### config.mk
export PLATFORM = sky130hd
export DESIGN_NAME = max_unpool
export DESIGN_NICKNAME = d
export VERILOG_FILES = /design/src/rtl/max_unpool.sv
export SDC_FILE = /design/constraint.sdc
export NUM_CORES = 1
export LEC_CHECK = 0
export CELL_PAD_IN_SITES_DETAIL_PLACEMENT = 1
export CELL_PAD_IN_SITES_GLOBAL_PLACEMENT = 1
export CORE_ASPECT_RATIO = 1.4
export CORE_UTILIZATION = 37
export CTS_BUF_LIST = sky130_fd_sc_hd__clkbuf_8
export DETAILED_ROUTE_END_ITERATION = 10
export GPL_TIMING_DRIVEN = 0
export PLACE_DENSITY = 0.89
export SLEW_MARGIN = 0
export SYNTH_ARGS = -nofsm -noshare
export SYNTH_HDL_FRONTEND = slang
export SYNTH_SLANG_ARGS = --single-unit
export TNS_END_PERCENT = 10
### constraint.sdc
create_clock -name clk -period 2.6 [get_ports clk]
set_clock_uncertainty 0.2 [all_clocks]
set_input_delay 0.52 -clock clk [delete_from_list [all_inputs] [get_ports clk]]
set_output_delay 0.52 -clock clk [all_outputs]
set_load 0.02 [all_outputs]
### src/rtl/max_unpool.sv
// Max-unpool backward pass: expands one pooled gradient into a WINDOW-beat
// stream, placing the gradient at the argmax position and zeros elsewhere.
module max_unpool #(
    parameter int WINDOW = 4,
    parameter int IDX_W  = $clog2(WINDOW)
) (
    input  logic             clk,
    input  logic             rst_n,
    input  logic             in_valid,
    output logic             in_ready,
    input  logic [31:0]      in_grad,
    input  logic [IDX_W-1:0] in_idx,
    output logic             out_valid,
    input  logic             out_ready,
    output logic [31:0]      out_data,
    output logic [IDX_W-1:0] out_pos,
    output logic             out_last,
    output logic             err_idx
);

    typedef enum logic {
        IDLE = 1'b0,
        EMIT = 1'b1
    } state_t;

    localparam logic [IDX_W-1:0] LAST_POS = IDX_W'(WINDOW - 1);

    state_t           state;
    state_t           state_nxt;
    logic [IDX_W-1:0] cnt;
    logic [31:0]      grad_q;
    logic [IDX_W-1:0] idx_q;
    logic             accept;
    logic             beat_done;
    logic             idx_bad;

    assign accept    = in_valid && in_ready;
    assign beat_done = out_valid && out_ready;
    assign idx_bad   = 32'(in_idx) >= 32'(WINDOW);

    // NOTE: sequential state uses non-blocking assignments so every register
    // samples pre-edge values, independent of process evaluation order.
    always_ff @(posedge clk or negedge rst_n) begin
        if (!rst_n) begin
            state <= IDLE;
        end else begin
            state <= state_nxt;
        end
    end

    // NOTE: every always_comb output gets a default first so no path leaves a
    // signal unassigned, which would otherwise infer a latch.
    always_comb begin
        state_nxt = state;
        case (state)
            IDLE:    if (accept) state_nxt = EMIT;
            EMIT:    if (beat_done && out_last) state_nxt = IDLE;
            default: state_nxt = IDLE;
        endcase
    end

    // Outputs decode only registered state, so nothing from in_* reaches out_*.
    always_comb begin
        in_ready  = 1'b0;
        out_valid = 1'b0;
        out_last  = 1'b0;
        out_data  = 32'h0000_0000;
        out_pos   = cnt;
        case (state)
            IDLE: in_ready = 1'b1;
            EMIT: begin
                out_valid = 1'b1;
                out_last  = (cnt == LAST_POS);
                // An out-of-range idx_q never equals cnt, so that window is all zeros.
                if (cnt == idx_q) out_data = grad_q;
            end
            default: ;
        endcase
    end

    always_ff @(posedge clk or negedge rst_n) begin
        if (!rst_n) begin
            cnt     <= '0;
            grad_q  <= 32'h0000_0000;
            idx_q   <= '0;
            err_idx <= 1'b0;
        end else if (accept) begin
            cnt    <= '0;
            grad_q <= in_grad;
            idx_q  <= in_idx;
            if (idx_bad) err_idx <= 1'b1;
        end else if (beat_done) begin
            // Wrap to zero on the last beat so out_pos idles at 0 for any WINDOW.
            cnt <= out_last ? '0 : cnt + 1'b1;
        end
    end

endmodule

======== Word level (Yosys, flattened, before mapping) ========
Cells that the tools add are included.
word-level totals
  register bits after elaboration ......... 37
  latch bits .............................. 0
  RAM bits ................................ 0
  ROM bits ................................ 0
  word-level logic and storage cells ...... 23
  memories kept ........................... 0
cells by class
  add/subtract/negate cells ............... 1
  multipliers ............................. 0
  divide/modulo/power cells ............... 0
  $lt $le $gt $ge ......................... 0
  equality and inequality tests ........... 2
  shift operators ......................... 0
  muxes and demuxes ....................... 11
  bitwise gates (word level) .............. 1
  reduce and logical (&&, ||, !) cells .... 4
operator list
  kind                                         count
  two-way mux 32 bit                           2
  two-way mux 2 bit                            3
  two-way mux 1 bit                            5
  logical AND 1 bit                            3
  adder 2 x 1 -> 2 bit, second input constant  1
  == test 2 bit                                1
  == test 2 bit, second input constant         1
  one-hot mux 1 bit (2 select lines)           1
  nonzero test 2 bit                           1
  inverter 1 bit                               1

======== Depth between registers and ports, before layout ========
Gate-level depths: netlist (run 1).
  depth after elaboration ................. 5
  depth in mapped cells ................... 4

======== Worst setup path before layout (run 1) ========
Ideal clock, no wire load.
  kind .................................... register to output
  from .................................... reg cnt[1] (netlist: out_pos[1])
  to ...................................... out out_data[0]
  data arrival time ....................... 1,249 ps
  slack ................................... 631 ps
  stages on the path, launching flop included .. 5
  path buffers ............................ 1
  path through ............................ dfrtp_1 xor2_1 nor2_2 clkbuf_2 and3_1
on the way
  cells in the longest elaborated chain, start to end .. 3
ends and longest elaborated chain
  what                    line  text
  start, declared         30    logic [IDX_W-1:0] cnt;
  start signal, assigned  94    cnt <= out_last ? '0 : cnt + 1'b1;
  == test 2 bit           75    if (cnt == idx_q) out_data = grad_q;
  two-way mux 32 bit      75
  two-way mux 32 bit      69    case (state)
  end, declared           15    output logic [31:0] out_data,
No other way between the ends.

======== Worst setup path after layout (run 1) ========
  from .................................... reg cnt[1] (netlist: out_pos[1])
  to ...................................... out out_data[9]
The elaborated chain is that of the path after synthesis.

==> results of run 1 <==
==> cell type report <==
cell class	instances	share of cell area [%]
inverters	1	0.143
clock buffers	5	2.62
repair buffers	74	24.2
well taps	62	2.95
multi-input cells	82	30.4
plain buffers	12	3.95
clock inverters	3	0.524
flip-flops and latches	37	35.3
==> synthesized netlist by cell type, drive strengths merged <==
cell    number  area (um2)
nand4b       1        8.76
o21ai        3        15.0
clkbuf       6        26.3
a21oi        1        5.00
mux2        34         495
and2         1        6.26
nor2b        2        12.5
nor2         2        10.0
xor2         2        17.5
nand2        1        3.75
and3        32         200
dfrtp       37         926
buf          6        68.8
conb         1        3.75
ha           1        12.5
inv          1        3.75
nand3b       1        7.51
==> worst register-to-register path, cell delays in order, from the launching register on <==
cell and delay [ns]:
dfrtp_1 0.41, nor2b_1 0.15, buf_6 0.17, buf_8 0.17, mux2_4 0.32
==> how the worst max path moves through the flow <==
stage                         endpoint  slack, ns  depth (start not counted)
after global placement        idx_q[0]      -0.09                          1
final                      out_data[9]       0.07                          5
after global routing      out_data[28]      -0.04                          5
after detailed placement  out_data[11]       0.03                          5
after CTS                 out_data[11]      0.009                          5
after floorplan            out_data[0]       0.63                          4
==> flip-flops by register name (all words and copies together), names as in the netlist <==
signal / flops
out_pos: 2
state: 1
idx_q: 2
grad_q: 32
==> routing by layer <==
layer	vias to the layer above	global-route usage [%]	part of all wire, %
li1	618	-	-
met1	646	22.8	39
met2	56	32.6	51
met3	10	7.01	6.6
met4	0	9.92	2.9
met5	-	0	0
==> kinds of logic (layout without fill, tap and decap cells) <==
family	after synthesis	count (layout)	share of synthesized area, %
DFF	37	37	50.8
muxes	34	34	27.2
other	1	1	0.206
and+or+nand+nor	40	40	13.7
AOI/OAI and AO/OA	4	4	1.10
xor gates and xnor gates	2	2	0.961
adders and majority gates	1	1	0.686
buffers and inverters	13	95	5.42
==> per-stage QoR <==
step / utilization, % / power [W] / cells / TNS [ns]
2_1_floorplan: - / 0.00226 / 132 / 0
3_3_place_gp: 56.9 / 0.00309 / 268 / -3.16
3_5_place_dp: 56.8 / 0.00315 / 268 / 0
4_1_cts: 57.9 / 0.00339 / 276 / 0
5_1_grt: 56.5 / 0.00354 / 276 / -0.0873
6_report: 56.5 / 0.00333 / 276 / 0
==> power by group through the flow <==
stage | logic, W | clock network, W | registers [W]
final | 0.00193 | 0.000383 | 0.00102
after global routing | 0.00206 | 0.000421 | 0.00106
after CTS | 0.00196 | 0.000403 | 0.00103
after detailed placement | 0.00212 | 0 | 0.00103
after global placement | 0.00208 | 0 | 0.00101
after floorplan | 0.00126 | 0 | 0.000998
==> what timing repair did <==
item | in CTS | in global routing
endpoints found under the hold margin | 0 | 0
setup buffers | 0 | 0
setup endpoints to repair | 33 | 30
gates resized for setup | 39 | 49
hold buffers | 0 | 0
==> impl_metrics.tcl, run 1 <==
set metrics [dict create \
    drc 0 \
    worstHoldPathType "in2async" \
    peakVddDrop_v 0.000535 \
    ys_seq_area_share_pct 50.8 \
    ff2ff_setup_slack_ns 1.07 \
    worst_slew_pin_slew_ns 0.830 \
    post-route-cell-area_um2 2630 \
    rows 29 \
    cp_slowest_cell "dfrtp_1" \
    internal_power_w 0.00200 \
    routed_wl_mm 4.72 \
    swShare_pct 39.9 \
    worstPathMaxFanout 10 \
    n_fill_cell 516 \
    cts_root_buf "clkbuf_8" \
    critPathKind "reg2out" \
    track_usage_pct 20.1 \
    cp_cell_sequence "xor2_1, nor2_2, clkbuf_4, and3_1, clkdlybuf4s15_2" \
    crit_path_end_kind "primary output" \
    crit_path_start "out_pos[1]" \
    dp_slack_ns 0.0308 \
    start_kind "flop" \
    path_clk_slew_ns 0.07 \
    place_area_um2 2640 \
    gp_congestion 0.696 \
    cts_sinks 37 \
    io_buffers 74 \
    cts_buffers 5 \
    clock_latency_ns 0.28 \
    ys_ff_latch 37 \
    required_ns 1.88 \
    die-area_um2 5220 \
    firstDrtPassIters 3 \
    worst_slack_ns 0.0735 \
    cts_buffer_depth 2 \
    avgSynthCellArea_um2 13.8 \
    fin_hold_ws_ns 0.132 \
    seqCellArea_um2 926 \
    drv_slew 0 \
    htree_levels 2 \
    first_global_vias 1567 \
    grt-ovfl-total 0 \
    crit_arrival_ns 1.81 \
    comb_power_share_pct 57.8 \
    timing.critical_path.buf_inv 2 \
    regToRegStartpoint "state" \
    wl_per_cell_um 17.1 \
    seqPwrFrac_pct 30.7 \
    core_um2 4640 \
    grt_antenna_before_repair 0 \
    grt_pass1_wl_mm 7.60 \
    p_sw_w 0.00133 \
    yosys_warnings 0 \
    start_util_pct 39.3 \
    drv_cap 0 \
    fin_crit_ns 2.53 \
    setup_viol 0 \
    clkPwrFrac_pct 11.5 \
    rsz0062_at_grt "yes" \
    via_per_inst 4.82 \
    final-hold-violation-count 0 \
    p_leak_nw 1.32 \
    vias 1330 \
    drive_gt1_share_pct 34.6 \
    area_growth_pct 44.1 \
    ios 76 \
    ant_nets 0 \
    tritoncts "done" \
    fp.dieW_um 61.3 \
    insertedDiodeCount 0 \
    r2r_end "grad_q[26]" \
    syn_nets 171 \
    dpl.hpwl_mm 3.43 \
    nets 252 \
    syn_area_um2 1820 \
    finalCritPeriodShare_pct 97.2 \
    p_per_area_nw_per_um2 1270 \
    synthCells 132 \
    cp_top_family "buffers and inverters" \
    relSlewSlack_pct 44.7 \
    die_h_um 85.1 \
    synth_cell_types 23 \
    multiInputGateArea_um2 798 \
    fmax_mhz 396 \
    layout_commonest_cell "clkdlybuf4s50_1" \
    first_iter_violations 37 \
    outcome "finished clean" \
    final_cell_mix "clkdlybuf4s50_1, dfrtp_1, and3_1" \
    grt_start_max_net_pins 38 \
    cpPeakStageDelay_ns 0.42 \
    r2r_cells 4 \
]
(Power assumes the default switching activity.)
==> run 2, diff against run 1 <==
CORE_UTILIZATION = 35   (was 37)
CTS_BUF_LIST = not set   (was sky130_fd_sc_hd__clkbuf_8)
PLACE_DENSITY = not set   (was 0.89)
PLACE_DENSITY_LB_ADDON = 0.2   (was not set)
==> impl_metrics.tcl, run 2 (same netlist as run 1, synthesis figures left out) <==
set metrics [dict create \
    rsz0062_at_grt "no" \
    n_fill_cell 517 \
    use_met3_pct 3.27 \
    final_cell_mix "clkdlybuf4s50_1, dfrtp_1, and3_1" \
    internal_power_w 0.00204 \
    drive_gt1_share_pct 30.4 \
    crit_path_end_kind "primary output" \
    dpl.hpwl_mm 3.55 \
    post_cts_buffers 0 \
    htree_levels 2 \
    fin_tns_setup_ns 0 \
    grt_pass1_wl_mm 7.81 \
    setup_viol 0 \
    top_register "grad_q" \
    p_per_area_nw_per_um2 1260 \
    tritoncts "done" \
    area_growth_pct 46.8 \
    use_met1_pct 20.7 \
    drv_cap 0 \
    relSlewSlack_pct 43.4 \
    worst_slack_ns 0.103 \
    instances_no_fill 278 \
    core_um2 4920 \
    start_util_pct 37.1 \
    finalCritPeriodShare_pct 96.0 \
    firstDrtPassIters 4 \
    final-hold-violation-count 0 \
    fp.dieW_um 63.0 \
    io_buffers 74 \
    cts_buffers 5 \
    cts_buffer_depth 2 \
    wl_per_cell_um 17.1 \
    nets 252 \
    start_kind "flop" \
    routed_wl_mm 4.75 \
    placed_cells 270 \
    ios 76 \
    worst_slew_pin_slew_ns 0.849 \
    largest_reg_flops 32 \
    drv_slew 0 \
    cts_hold_buf 0 \
    peakVddDrop_v 0.000601 \
    outcome "finished clean" \
    cts_root_buf "clkbuf_8" \
    required_ns 1.88 \
    via_per_inst 4.78 \
    final_util_pct 54.4 \
    grt-ovfl-total 0 \
    clock_latency_ns 0.28 \
    p_total_w 0.00337 \
    seqPwrFrac_pct 30.6 \
    p_leak_nw 1.36 \
    track_usage_pct 18.6 \
    comb_power_share_pct 57.8 \
    worstPathMaxFanout 10 \
    multiInputGateArea_um2 798 \
    fmax_mhz 401 \
    vias 1330 \
    die-area_um2 5510 \
    insertedDiodeCount 0 \
    gp_congestion 0.750 \
    grt_antenna_before_repair 0 \
    p_sw_w 0.00133 \
    layout_commonest_cell "clkdlybuf4s50_1" \
    drc 0 \
    r2r_cells 4 \
    first_iter_violations 37 \
    cts_sinks 37 \
    grt_start_max_net_pins 38 \
    critPathKind "reg2out" \
    dp_slack_ns 0.0487 \
    grt_busiest_layer "met2" \
    worstHoldPathType "in2async" \
    crit_arrival_ns 1.78 \
    swShare_pct 39.4 \
    first_global_vias 1540 \
    clkPwrFrac_pct 11.5 \
    ant_nets 0 \
    rows 30 \
    grt_use_met2_pct 35.2 \
    die_h_um 87.4 \
    fin_crit_ns 2.50 \
    seqCellArea_um2 926 \
    path_clk_slew_ns 0.07 \
]
## run 2: cell types whose count changed in the layout (fill, tap and decap cells not counted), sizes merged
cell,delta
clkbuf,-10
dlygate4sd2,+4
clkdlybuf4s15,+3
dlymetal6s2s,+2
buf,+1
clkinvlp,+1
inv,-1
## run 2: worst paths after layout
check	end	startpoint	slack, ns
min in group clk	grad_q[13]	grad_q[13]	0.31
setup reg to reg	grad_q[1]	state	1.01
setup / recovery	out_data[8]	out_pos[1]	0.10
hold / removal	grad_q[28]	rst_n	0.14
max in group asynchronous	grad_q[14]	rst_n	1.53
hold reg to reg	grad_q[13]	grad_q[13]	0.31
## run 2: metal layers
metal / part of all wire (%) / up-vias
li1: - / 618
met1: 38 / 657
met2: 56 / 48
met3: 4.8 / 7
met4: 1.2 / 0
met5: 0 / -
## run 2: power by group through the flow
| stage | registers [W] | logic, W | clock network, W |
|---|---|---|---|
| after global placement | 0.00101 | 0.00206 | 0 |
| after detailed placement | 0.00104 | 0.00212 | 0 |
| after global routing | 0.00107 | 0.00209 | 0.000425 |
| final | 0.00103 | 0.00195 | 0.000389 |
| after CTS | 0.00103 | 0.00197 | 0.000405 |
| after floorplan | 0.000998 | 0.00126 | 0 |
## run 2: cell type report
cell class / instances / area share [%]
clock buffer: 5 / 2.57
buffer: 12 / 3.88
multi-input combinational: 82 / 29.8
timing repair buffer: 74 / 25.3
sequential: 37 / 34.6
tap: 64 / 2.99
inverter: 1 / 0.140
clock inverter: 3 / 0.655
## run 2: through the flow
stage | hold slack (ns) | cell area (um2)
floorplan | 0.0244 | 1820
global placement | 0.283 | 2640
detailed placement | 0.289 | 2640
CTS | 0.162 | 2700
global route | 0.201 | 2680
finish | 0.140 | 2680
## run 2: worst max-delay path, stage by stage, from the launching register on
cell             delay (ns)
dfrtp_1                0.43
xor2_1                 0.16
nor2_2                 0.20
clkbuf_4               0.23
and3_1                 0.17
clkdlybuf4s15_1        0.31
## run 2: what timing repair did
| item | CTS | global route |
|---|---|---|
| setup endpoints to repair | 32 | 32 |
| pin swaps | 0 | 0 |
| resized for setup | 34 | 39 |
